==> src/rtl/cache_base_ctrl_pkg.sv <==
// rtl/cache_base_ctrl_pkg.sv - shared geometry, state encoding and request-type constants for the baseline cache
package cache_base_ctrl_pkg;

    localparam int CACHE_TAG_W          = 21;
    localparam int CACHE_INDEX_W        = 5;
    localparam int CACHE_WORD_OFF_W     = 4;
    localparam int CACHE_BYTE_OFF_W     = 2;
    localparam int CACHE_WORDS_PER_LINE = 16;
    localparam int CACHE_NUM_LINES      = 32;

    typedef enum logic [2:0] {
        ST_IDLE,
        ST_TAG_CHECK,
        ST_WR_REQ,
        ST_WR_WAIT,
        ST_REFILL_REQ,
        ST_REFILL_WAIT,
        ST_RESP
    } state_e;

    localparam logic CREQ_TYPE_REFILL = 1'b0;
    localparam logic CREQ_TYPE_WRITE  = 1'b1;

    localparam logic WMUX_SEL_PROC = 1'b0;
    localparam logic WMUX_SEL_MEM  = 1'b1;

endpackage

==> src/rtl/cache_valid_array.sv <==
// rtl/cache_valid_array.sv - per-line valid bits: reset clear, single set port, combinational read
module cache_valid_array #(
    parameter int  NUM_LINES = 32,
    localparam int IDX_W     = $clog2(NUM_LINES)
) (
    input  logic             clk,
    input  logic             reset,
    input  logic             set_en,
    input  logic [IDX_W-1:0] set_idx,
    input  logic [IDX_W-1:0] rd_idx,
    output logic             rd_valid
);

    logic [NUM_LINES-1:0] valid_q;
    logic [NUM_LINES-1:0] valid_d;

    always_comb begin
        valid_d = valid_q;
        if (set_en) begin
            valid_d[set_idx] = 1'b1;
        end
    end

    always_ff @(posedge clk) begin
        if (reset) begin
            valid_q <= '0;
        end else begin
            valid_q <= valid_d;
        end
    end

    assign rd_valid = valid_q[rd_idx];

endmodule

==> src/rtl/cache_base_ctrl.sv <==
// rtl/cache_base_ctrl.sv - control FSM for the direct-mapped write-through no-write-allocate cache
module cache_base_ctrl
    import cache_base_ctrl_pkg::*;
#(
    parameter int  NUM_LINES      = CACHE_NUM_LINES,
    parameter int  WORDS_PER_LINE = CACHE_WORDS_PER_LINE,
    localparam int IDX_W          = $clog2(NUM_LINES),
    localparam int CNT_W          = $clog2(WORDS_PER_LINE)
) (
    input  logic             clk,
    input  logic             reset,
    input  logic             memreq_val,
    output logic             memreq_rdy,
    output logic             memresp_val,
    input  logic             memresp_rdy,
    output logic             cachereq_val,
    input  logic             cachereq_rdy,
    output logic             cachereq_type,
    input  logic             cacheresp_val,
    output logic             cacheresp_rdy,
    output logic             data_array_r_en,
    output logic             data_array_w_en,
    output logic             data_array_write_mux_sel,
    output logic             tag_array_w_en,
    output logic [CNT_W-1:0] refill_cnt,
    input  logic             tag_array_match,
    input  logic [IDX_W-1:0] index,
    input  logic             read
);

    state_e           state_q, state_d;
    logic [CNT_W-1:0] refill_cnt_q, refill_cnt_d;
    logic             line_valid;
    logic             hit;
    logic             last_beat;
    logic             valid_set;

    cache_valid_array #(
        .NUM_LINES (NUM_LINES)
    ) u_valid (
        .clk      (clk),
        .reset    (reset),
        .set_en   (valid_set),
        .set_idx  (index),
        .rd_idx   (index),
        .rd_valid (line_valid)
    );

    assign hit       = line_valid & tag_array_match;
    assign last_beat = (refill_cnt_q == CNT_W'(WORDS_PER_LINE - 1));

    always_ff @(posedge clk) begin
        if (reset) begin
            state_q      <= ST_IDLE;
            refill_cnt_q <= '0;
        end else begin
            state_q      <= state_d;
            refill_cnt_q <= refill_cnt_d;
        end
    end

    always_comb begin
        state_d      = state_q;
        refill_cnt_d = refill_cnt_q;
        case (state_q)
            ST_IDLE: begin
                if (memreq_val) state_d = ST_TAG_CHECK;
            end
            ST_TAG_CHECK: begin
                if (!read) begin
                    state_d = ST_WR_REQ;
                end else if (hit) begin
                    state_d = ST_RESP;
                end else begin
                    state_d      = ST_REFILL_REQ;
                    refill_cnt_d = '0;
                end
            end
            ST_WR_REQ: begin
                if (cachereq_rdy) state_d = ST_WR_WAIT;
            end
            ST_WR_WAIT: begin
                if (cacheresp_val) state_d = ST_RESP;
            end
            ST_REFILL_REQ: begin
                if (cachereq_rdy) state_d = ST_REFILL_WAIT;
            end
            ST_REFILL_WAIT: begin
                if (cacheresp_val) begin
                    // Last beat returns to TAG_CHECK so the now-valid line is re-read and hits.
                    if (last_beat) begin
                        refill_cnt_d = '0;
                        state_d      = ST_TAG_CHECK;
                    end else begin
                        refill_cnt_d = refill_cnt_q + 1'b1;
                        state_d      = ST_REFILL_REQ;
                    end
                end
            end
            ST_RESP: begin
                if (memresp_rdy) state_d = ST_IDLE;
            end
            default: state_d = ST_IDLE;
        endcase
    end

    always_comb begin
        memreq_rdy               = 1'b0;
        memresp_val              = 1'b0;
        cachereq_val             = 1'b0;
        cachereq_type            = CREQ_TYPE_REFILL;
        cacheresp_rdy            = 1'b0;
        data_array_r_en          = 1'b0;
        data_array_w_en          = 1'b0;
        data_array_write_mux_sel = WMUX_SEL_PROC;
        tag_array_w_en           = 1'b0;
        valid_set                = 1'b0;
        case (state_q)
            ST_IDLE: memreq_rdy = 1'b1;
            ST_TAG_CHECK: begin
                data_array_r_en = 1'b1;
                // Write hit updates the cached word; a write miss leaves the array alone.
                if (!read && hit) data_array_w_en = 1'b1;
            end
            ST_WR_REQ: begin
                cachereq_val  = 1'b1;
                cachereq_type = CREQ_TYPE_WRITE;
            end
            ST_WR_WAIT: cacheresp_rdy = 1'b1;
            ST_REFILL_REQ: begin
                cachereq_val  = 1'b1;
                cachereq_type = CREQ_TYPE_REFILL;
            end
            ST_REFILL_WAIT: begin
                cacheresp_rdy = 1'b1;
                if (cacheresp_val) begin
                    data_array_w_en          = 1'b1;
                    data_array_write_mux_sel = WMUX_SEL_MEM;
                    tag_array_w_en           = last_beat;
                    valid_set                = last_beat;
                end
            end
            ST_RESP: begin
                memresp_val     = 1'b1;
                data_array_r_en = read;
            end
            default: ;
        endcase
    end

    assign refill_cnt = refill_cnt_q;

endmodule

==> config.mk <==
export PLATFORM = sky130hd
export DESIGN_NAME = cache_base_ctrl
export DESIGN_NICKNAME = d
export VERILOG_FILES = /design/src/rtl/cache_base_ctrl_pkg.sv /design/src/rtl/cache_valid_array.sv /design/src/rtl/cache_base_ctrl.sv
export SDC_FILE = /design/constraint.sdc
export NUM_CORES = 1
export LEC_CHECK = 0
export ABC_CLOCK_PERIOD_IN_PS = 2000
export BUFFER_PORTS_ARGS = -buffer_cell sky130_fd_sc_hd__buf_2
export CAP_MARGIN = 5
export CORE_MARGIN = 2
export CORE_UTILIZATION = 37
export DETAILED_ROUTE_END_ITERATION = 16
export HOLD_SLACK_MARGIN = 0.12
export PLACE_DENSITY = 0.53
export SYNTH_ARGS = -nofsm -noshare
export SYNTH_HDL_FRONTEND = slang
export SYNTH_SLANG_ARGS = --single-unit
==> constraint.sdc <==
create_clock -name clk -period 2 [get_ports clk]
set_input_delay 0.1 -clock clk [delete_from_list [all_inputs] [get_ports clk]]
set_output_delay 0.1 -clock clk [all_outputs]
set_load 0.03 [all_outputs]
==> qor.txt, run 1 <==
outcome: complete, no violations
Slew @ Worst Pin: 0.551 ns
Fin Setup TNS: 0 ns
number of port buffers: 25
Remaining DRCs: 0
DP Area: 2200 µm²
CTS Buf Count: 5
Syn Nets: 248
Critical Path Source Type: flop
buffers plus inverters on the worst setup path: 1
clock power share: 38.2%
fin crit share: 93.5%
CP Capture Type: output port
RSZ-0062 raised after global routing: no
die width: 77.7 µm
TritonRoute pass-1 iters: 4
Finished Layout Cells: 329
slowest cell delay on critical path: 0.39 ns
skew final: 0.00959 ns
Slew Limit Fails: 0
Unique masters post-synth: 45
Seq/Total Area, Yosys: 38.8%
crit-path cells: mux2_4 > a2111oi_2 > o22ai_2 > nand3b_4 > o31ai_2 > buf_2
MaxCap Viol Count: 0
Fin. Hold Viols: 0
reg2reg setup slack: 0.26 ns
CP delay by family, top: compound AO/OA/AOI/OAI gates
clk_lat worst skew: 0.29 ns
Antenna Nets Post-Route: 0
required time worst endpoint: 1.90 ns
combinational fraction of design power: 15.4%
Routability Congestion: 0.745
Final WS setup: 0.131 ns
clk buf depth: 2
antenna violations before repair: 0
aggregate global routing overflow: 0
Synth area leaders: dfxtp_1, a21oi_1, nor2_1, mux2i_1, o31ai_2
Setup WS pre-CTS: 0.149 ns
Sequential Power Share: 46.3%
crit-path max FO: 4
DP HPWL: 3220 µm
Gate Count Post-Synth: 234
Inserted Diodes: 0
CP Class: reg2out
# IOs: 26
final WL: 4500 µm
Placed Instances: 321
CTS sink count: 39
Netlist Area Pre-Place: 2010 µm²
NumNets Final: 272
Yosys top cell by area: dfxtp_1
first-pass GRT wire length: 7670 µm
initial core utilization: 38.9%
drt wl/cell: 13.7 µm
Area Overhead vs Synth: 15.2%
endpoints failing setup: 0
Yosys reg bits: 39
CTS tree: yes
layout cell share with drive strength beyond 1: 23.2%
internal cell power: 1.29 mW
vias in the first global route: 1574
WP data arrival: 1.77 ns
Synth top cells by count: nor2_1, dfxtp_1, a21oi_1
post-route design area: 2320 µm²
Tmin final: 1.87 ns
number of synthesized flops with an enable pin: 0
LEAKAGE: 0.946 nW
Fmax achieved: 535 MHz
Clk pin slew, worst setup/hold paths: 0.08 ns
most frequent cell after synthesis: nor2_1
Rel. slew slack: 63.2%
Starting DRT DRC Count: 83
Primary FF master, synth: dfxtp_1
DR vias: 1726
switching portion of total power: 26.7%
Peak VDD IR: 323 µV
hold-fix buffers at CTS: 0
row cnt: 26
syn_area_per_cell: 8.59 µm²
worst min path class: in2reg
Pwr Total: 1.77 mW
Cell Pwr Density: 762 nW/µm²
die area: 6040 µm²
Core Util, Final: 44.8%
die height: 77.7 µm
GRT Util Overall: 15.7%
largest net degree at the start of global routing: 25
core area: 5170 µm²
ys async rst share: 0%
root buf cell: clkbuf_8
Max H-tree Level: 2
Switch Pwr: 0.471 mW
share of the synthesized area in the top cell type: 38.8%
slowest CP cell: a2111oi_2
DR vias/cell: 5.25
Synthesis Warnings: 0
hold slack: 0.129 ns
-- metal layers --
| layer | global-route usage [%] | part of all wire, % |
|---|---|---|
| met1 | 23.2 | 51 |
| met2 | 23.1 | 44 |
| met3 | 3.72 | 4.3 |
| met4 | 3.21 | 0.47 |
| met5 | 0 | 0 |
-- logic make-up (layout without fill, tap and decap cells) --
group	count (synthesis)	count (layout)	synth area share, %
compound gates	61	61	20.0
xor+xnor	1	1	0.436
buf+inv	24	49	5.97
mux	19	19	9.89
flops	39	39	38.8
fa+ha+maj	1	1	0.622
simple gates	89	89	24.3
-- registers in the layout (all words and copies together) (netlist names) --
name             flops
state_q              3
refill_cnt           4
u_valid.valid_q     32
-- final timing paths --
path | from | endpoint | cells past startpoint
min | tag_array_match | state_q[1] | 3
max reg2reg | refill_cnt[0] | u_valid.valid_q[19] | 6
max | u_valid.valid_q[8] | data_array_w_en | 6
min reg2reg | u_valid.valid_q[25] | u_valid.valid_q[25] | 2
-- worst min-delay path, delay by kind of cell --
kind	cells	cell delay (ns)
AO/OA/AOI/OAI	1	0.06
AND/OR/NAND/NOR	1	0.10
buffers and inverters	1	0.12
-- what timing repair did --
action,CTS,global route
resized for setup,0,0
setup buffers,0,0
endpoints found under the setup margin,0,1
-- placed cells by master, fill, tap and decap left out, types with 2 or more instances in the layout --
master,n
o31ai_2,5
mux2i_1,15
clkbuf_8,6
buf_4,9
nand2b_1,4
or3b_1,2
a31oi_1,2
nand3_1,3
a22o_1,2
a211oi_1,3
and3b_1,5
buf_2,25
nand2_1,4
dfxtp_1,39
nor2_2,2
o22ai_1,3
mux2_2,3
nand3b_1,2
o21ai_0,2
nor3_1,7
inv_1,7
nor2_1,46
a21oi_1,37
and3_1,3
nor3b_1,3
-- area by class of cell --
type | instances | area [µm²]
fillers | 524 | 2860
multi-input cells | 171 | 1110
flip-flops and latches | 39 | 781
repair buffers | 34 | 193
well taps | 70 | 87.6
clock buffers | 6 | 82.6
clock inverters | 2 | 35.0
inverters | 7 | 26.3
-- power by group through the flow --
stage | logic [mW] | clock network (mW) | registers (mW)
after floorplan | 0.229 | 0 | 0.812
after global placement | 0.272 | 0 | 0.836
after detailed placement | 0.274 | 0 | 0.836
after CTS | 0.275 | 0.687 | 0.818
after global routing | 0.298 | 0.722 | 0.822
final | 0.273 | 0.675 | 0.818
No activity file was read; power rests on OpenSTA's default activity.
==> run 2, diff against run 1 <==
--- a/config.mk
+++ b/config.mk
@@ -11,8 +11,8 @@
 export CORE_MARGIN = 2
 export CORE_UTILIZATION = 37
 export DETAILED_ROUTE_END_ITERATION = 16
+export GPL_TIMING_DRIVEN = 0
 export HOLD_SLACK_MARGIN = 0.12
-export PLACE_DENSITY = 0.53
 export SYNTH_ARGS = -nofsm -noshare
 export SYNTH_HDL_FRONTEND = slang
 export SYNTH_SLANG_ARGS = --single-unit
==> run 2 against run 1 <==
Compared with the run above: cell area is 2.6% higher; critical path type unchanged; largest cell class unchanged; sequential power fell by 2.8%; via count increased by 3.3%; highest routed layer unchanged; fmax fell by 5.3%; clock skew decreased by 0.0011 ns; routed wire length increased by 4.7%; sequential share of layout area fell by 0.80 points; sequential cell count unchanged; largest power group unchanged; die area unchanged.
==> qor.txt, run 2 (synthesis gave the netlist of run 1 again) <==
outcome: complete, no violations
Cell Pwr Density: 687 nW/µm² (-9.8%)
final WL: 4710 µm (+4.7%)
Fmax achieved: 507 MHz (-5.3%)
CTS sink count: 39 (unchanged)
WP data arrival: 1.87 ns (+0.10 ns)
clk_lat worst skew: 0.29 ns (about the same)
Final WS setup: 0.0261 ns (-0.105 ns)
Multi-input gate area: 1140 µm² (+2.5%)
hold depth: 4 (+1)
Biggest register: u_valid.valid_q
Remaining DRCs: 0 (unchanged)
skew final: 0.00845 ns (-0.00115 ns)
die area: 6040 µm² (unchanged)
Slew @ Worst Pin: 0.617 ns (+0.0660 ns)
layout cell share with drive strength beyond 1: 23.6% (+0.45 points)
most frequent cells in the layout: nor2_1, dfxtp_1, a21oi_1
FF/Latch Area: 782 µm² (+0.16%)
LEAKAGE: 0.966 nW (+2.2%)
filler instances: 505 (-3.6%)
crit-path max FO: 3 (-1)
Switch Pwr: 0.484 mW (+2.7%)
vias in the first global route: 1564 (-0.64%)
switching portion of total power: 29.6% (+2.9 points)
required time worst endpoint: 1.90 ns (about the same)
die height: 77.7 µm (unchanged)
CTS tree: yes
drt wl/cell: 13.8 µm (+0.98%)
Routability Congestion: 0.776 (+4.1%)
aggregate global routing overflow: 0 (unchanged)
critical register-to-register path startpoint: refill_cnt[1]
Antenna Nets Post-Route: 0 (unchanged)
DR vias/cell: 5.23 (-0.33%)
CTS Buf Count: 5 (unchanged)
antenna violations before repair: 0 (unchanged)
die width: 77.7 µm (unchanged)
reg2reg setup slack: 0.22 ns (-0.04 ns)
fin crit share: 98.7% (+5.2 points)
Core Util, Final: 46.0% (+1.2 points)
Slew Limit Fails: 0 (unchanged)
NumNets Final: 284 (+4.4%)
TritonRoute pass-1 iters: 4 (unchanged)
Starting DRT DRC Count: 106 (+28%)
core area: 5170 µm² (unchanged)
CP Capture Type: output port
clk buf depth: 2 (unchanged)
CP Class: reg2out
root buf cell: clkbuf_8
Area Overhead vs Synth: 18.2%
largest net degree at the start of global routing: 13 (-48%)
RSZ-0062 raised after global routing: yes
Rel. slew slack: 58.9% (-4.3 points)
Critical Path Source Type: flop
clock power share: 31.7% (-6.5 points)
DP Area: 2220 µm² (+0.97%)
Tmin final: 1.97 ns (+0.105 ns)
Hold Path End: state_q[2]
Max H-tree Level: 2 (unchanged)
Fin Setup TNS: 0 ns (unchanged)
row cnt: 26 (unchanged)
initial core utilization: 38.9% (unchanged)
Peak VDD IR: 222 µV (-31%)
GRT Util Overall: 16.3% (+0.60 points)
DP HPWL: 3220 µm (about the same)
Sequential Power Share: 48.6% (+2.3 points)
Fin. Hold Viols: 0 (unchanged)
worst hold start: read
Placed Instances: 328 (+2.2%)
internal cell power: 1.15 mW (-11%)
Finished Layout Cells: 341 (+3.6%)
Clk pin slew, worst setup/hold paths: 0.08 ns (about the same)
worst min path class: in2reg
most common cell after layout, fill and taps aside: nor2_1
Inserted Diodes: 0 (unchanged)
r2r endpoint: u_valid.valid_q[21]
MaxCap Viol Count: 0 (unchanged)
max reg flops: 32 (unchanged)
post-route design area: 2380 µm² (+2.6%)
first-pass GRT wire length: 7790 µm (+1.5%)
# IOs: 26 (unchanged)
DR vias: 1783 (+3.3%)
number of port buffers: 24 (-4.0%)
endpoints failing setup: 0 (unchanged)
Worst R2R Path Depth: 7 (+1)
combinational fraction of design power: 19.7% (+4.3 points)
Setup WS pre-CTS: 0.0553 ns (-0.0942 ns)
==> run 2: through the flow <==
stage                     hold slack (ns)  total power [mW]
final                               0.341              1.63
after global routing                0.393              1.72
after CTS                           0.168              1.64
after detailed placement            0.449              1.12
after global placement              0.446              1.12
after floorplan                     0.312              1.04
==> run 2: final cells by class <==
cell class | count | share of cell area (%)
timing repair buffer | 29 | 6.84
sequential | 39 | 32.9
inverter | 7 | 1.11
multi-input combinational | 171 | 47.9
tap | 70 | 3.68
clock inverter | 2 | 0.526
clock buffer | 6 | 3.05
buffer | 17 | 3.95
==> run 2: how the worst max path moves through the flow <==
stage | slack (ns) | from | endpoint
floorplan | 0.13 | refill_cnt[1] | u_valid.valid_q[6]
global placement | 0.06 | refill_cnt[0] | u_valid.valid_q[0]
detailed placement | 0.06 | refill_cnt[1] | u_valid.valid_q[4]
CTS | 0.02 | refill_cnt[1] | u_valid.valid_q[4]
global route | -0.07 | u_valid.valid_q[20] | data_array_w_en
finish | 0.03 | u_valid.valid_q[20] | data_array_w_en
==> run 2: worst max-delay path: stages, from the launching register on <==
cell       delay, ns
dfxtp_2         0.33
mux2_2          0.26
o2bb2ai_2       0.14
a2111oi_4       0.34
o22ai_2         0.16
nand3b_4        0.12
o31ai_2         0.06
buf_4           0.17
==> run 2: layer usage <==
layer | track usage (%) | vias to the layer above | wire length [µm]
met3 | 3.72 | 6 | 190
met5 | 0 | - | 0
met2 | 22.9 | 32 | 2080
met4 | 6.07 | 0 | 72
met1 | 23.9 | 847 | 2370
li1 | - | 898 | -
==> run 2: timing repair <==
item	in CTS	in global routing
hold buffers	0	1
pin swaps	1	3
hold endpoints to repair	0	1
endpoints found under the setup margin	1	9
gates resized for setup	0	6
buffers inserted	0	4
==> run 2: power groups by stage <==
stage	registers, mW	clock network, mW	logic, mW
global placement	0.812	0	0.306
detailed placement	0.812	0	0.307
CTS	0.794	0.537	0.308
global route	0.796	0.577	0.347
finish	0.795	0.517	0.322
floorplan	0.812	0	0.229
==> run 3, diff against run 2 <==
--- a/config.mk
+++ b/config.mk
@@ -6,13 +6,14 @@
 export NUM_CORES = 1
 export LEC_CHECK = 0
 export ABC_CLOCK_PERIOD_IN_PS = 2000
-export BUFFER_PORTS_ARGS = -buffer_cell sky130_fd_sc_hd__buf_2
+export BUFFER_PORTS_ARGS = -buffer_cell sky130_fd_sc_hd__clkbuf_2
 export CAP_MARGIN = 5
 export CORE_MARGIN = 2
 export CORE_UTILIZATION = 37
 export DETAILED_ROUTE_END_ITERATION = 16
 export GPL_TIMING_DRIVEN = 0
 export HOLD_SLACK_MARGIN = 0.12
+export REMOVE_ABC_BUFFERS = 1
 export SYNTH_ARGS = -nofsm -noshare
 export SYNTH_HDL_FRONTEND = slang
 export SYNTH_SLANG_ARGS = --single-unit
==> run 3 against run 2 <==
Compared with the run above: sequential cell count is the same; cell area is 5.4% lower; utilization is 2.5 points lower; largest power group unchanged.
==> qor.txt, run 3 (synthesis gave the netlist of run 1 again) <==
Peak VDD IR: 230 µV (+3.4%)
row cnt: 26 (unchanged)
Worst R2R Path Depth: 6 (-1)
initial core utilization: 38.9% (unchanged)
MaxCap Viol Count: 0 (unchanged)
CTS sink count: 39 (unchanged)
final WL: 4330 µm (-8.2%)
aggregate global routing overflow: 0 (unchanged)
Core Util, Final: 43.5% (-2.5 points)
number of port buffers: 25 (+4.2%)
Tmin final: 1.92 ns (-0.0570 ns)
required time worst endpoint: 1.90 ns (about the same)
hold slack: 0.243 ns (-0.0985 ns)
layout cell share with drive strength beyond 1: 21.5% (-2.1 points)
largest net degree at the start of global routing: 46 (+33)
DP Area: 2130 µm² (-4.1%)
r2r endpoint: u_valid.valid_q[17]
Slew Limit Fails: 0 (unchanged)
die height: 77.7 µm (unchanged)
critical register-to-register path startpoint: state_q[0]
Max H-tree Level: 2 (unchanged)
Slew @ Worst Pin: 0.962 ns (+0.345 ns)
DR vias: 1695 (-4.9%)
clk_lat worst skew: 0.30 ns (about the same)
die width: 77.7 µm (unchanged)
LEAKAGE: 0.883 nW (-8.6%)
Setup WS pre-CTS: -0.200 ns (-0.255 ns)
CP Class: reg2out
Routability Congestion: 0.742 (-4.3%)
crit-path max FO: 2 (-1)
max reg flops: 32 (unchanged)
Inserted Diodes: 0 (unchanged)
core area: 5170 µm² (unchanged)
Cell Pwr Density: 727 nW/µm² (+5.8%)
met2 Use GR: 20.8% (-2.2 points)
DP HPWL: 2820 µm (-13%)
antenna violations before repair: 0 (unchanged)
skew final: 0.00841 ns (-0.0000422 ns)
Area Overhead vs Synth: 11.9%
hold-fix buffers at CTS: 0 (unchanged)
Hold Path End: state_q[1]
Final WS setup: 0.0831 ns (+0.0570 ns)
RSZ-0062 raised after global routing: no
NumNets Final: 264 (-7.0%)
first-pass GRT wire length: 7090 µm (-8.9%)
Starting DRT DRC Count: 76 (-28%)
vias in the first global route: 1429 (-8.6%)
Antenna Nets Post-Route: 0 (unchanged)
Fin. Hold Viols: 0 (unchanged)
Fmax achieved: 522 MHz (+3.0%)
fin crit share: 95.8% (-2.9 points)
worst hold start: tag_array_match
DR vias/cell: 5.28 (+0.99%)
GRT Util Overall: 14.6% (-1.7 points)
Remaining DRCs: 0 (unchanged)
endpoints failing setup: 0 (unchanged)
Biggest register: u_valid.valid_q
Rel. slew slack: 35.9% (-23 points)
worst min path class: in2reg
Critical Path Source Type: flop
most common cell after layout, fill and taps aside: nor2_1
drt wl/cell: 13.5 µm (-2.4%)
outcome: complete, no violations
CTS Buf Count: 5 (unchanged)
Most Used Layer, Global Route: met1
hold depth: 4 (unchanged)
post-route design area: 2250 µm² (-5.4%)
GRT met3 Usage: 3.49% (-0.23 points)
filler instances: 522 (+3.4%)
root buf cell: clkbuf_8
CP Capture Type: output port
WP data arrival: 1.82 ns (-0.05 ns)
reg2reg setup slack: 0.17 ns (-0.05 ns)
met1 Use GR: 21.2% (-2.7 points)
Clk pin slew, worst setup/hold paths: 0.08 ns (about the same)
# IOs: 26 (unchanged)
die area: 6040 µm² (unchanged)
Pwr Total: 1.64 mW (+0.15%)
TritonRoute pass-1 iters: 4 (unchanged)
clk buf depth: 2 (unchanged)
most frequent cells in the layout: nor2_1, dfxtp_1, a21oi_1
CTS tree: yes
run 3: changes by cell type in the layout (fill, tap and decap cells not counted), moves of 2 or more:
cell,before,now
clkbuf_2,0,24
buf_2,29,0
clkbuf_1,9,0
nor2_2,2,0
buf_4,6,1
run 3: worst max-delay path, stage by stage, from the launching register on:
cell       delay (ns)
dfxtp_1          0.32
mux2_2           0.26
o2bb2ai_1        0.13
a2111oi_2        0.31
o22ai_2          0.15
nand3b_4         0.11
o31ai_2          0.05
clkbuf_2         0.19
run 3: area by class of cell:
cell class                 count  area [µm²]  share of cell area (%)
multi-input combinational    171        1130                    50.1
sequential                    39         782                    34.8
timing repair buffer          26         135                    6.01
tap                           70        87.6                    3.89
clock buffer                   5        68.8                    3.06
inverter                       7        26.3                    1.17
clock inverter                 3        23.8                    1.06
run 3: repair_timing:
action                     in CTS  in global routing
setup endpoints to repair      34                 23
gates resized for setup         3                  3
pin swaps                       1                  0
setup buffers                   1                  0
run 3: worst max path at each step:
stage	from	endpoint	slack [ns]	cells after the start
finish	u_valid.valid_q[22]	data_array_w_en	0.08	7
global route	u_valid.valid_q[22]	data_array_w_en	0.001	7
CTS	state_q[0]	u_valid.valid_q[5]	0.06	6
detailed placement	state_q[2]	u_valid.valid_q[12]	-0.20	4
global placement	state_q[2]	u_valid.valid_q[24]	-0.24	4
floorplan	refill_cnt[1]	u_valid.valid_q[18]	-0.03	6
run 3: where the power goes:
part,internal (mW),switching [mW]
combinational,0.0963,0.162
sequential,0.787,0.0365
clock,0.249,0.306
total,1.13,0.504
run 3: layer usage:
layer / part of all wire, % / vias to the layer above
met5: 0 / -
met1: 51 / 808
met3: 3.1 / 6
met4: 1.5 / 0
li1: - / 860
met2: 45 / 21
run 3: stage by stage:
stage,TNS [ns],instances
after global routing,0,321
after global placement,-3.61,312
after floorplan,-0.621,217
after detailed placement,-4.05,312
final,0,321
after CTS,0,321
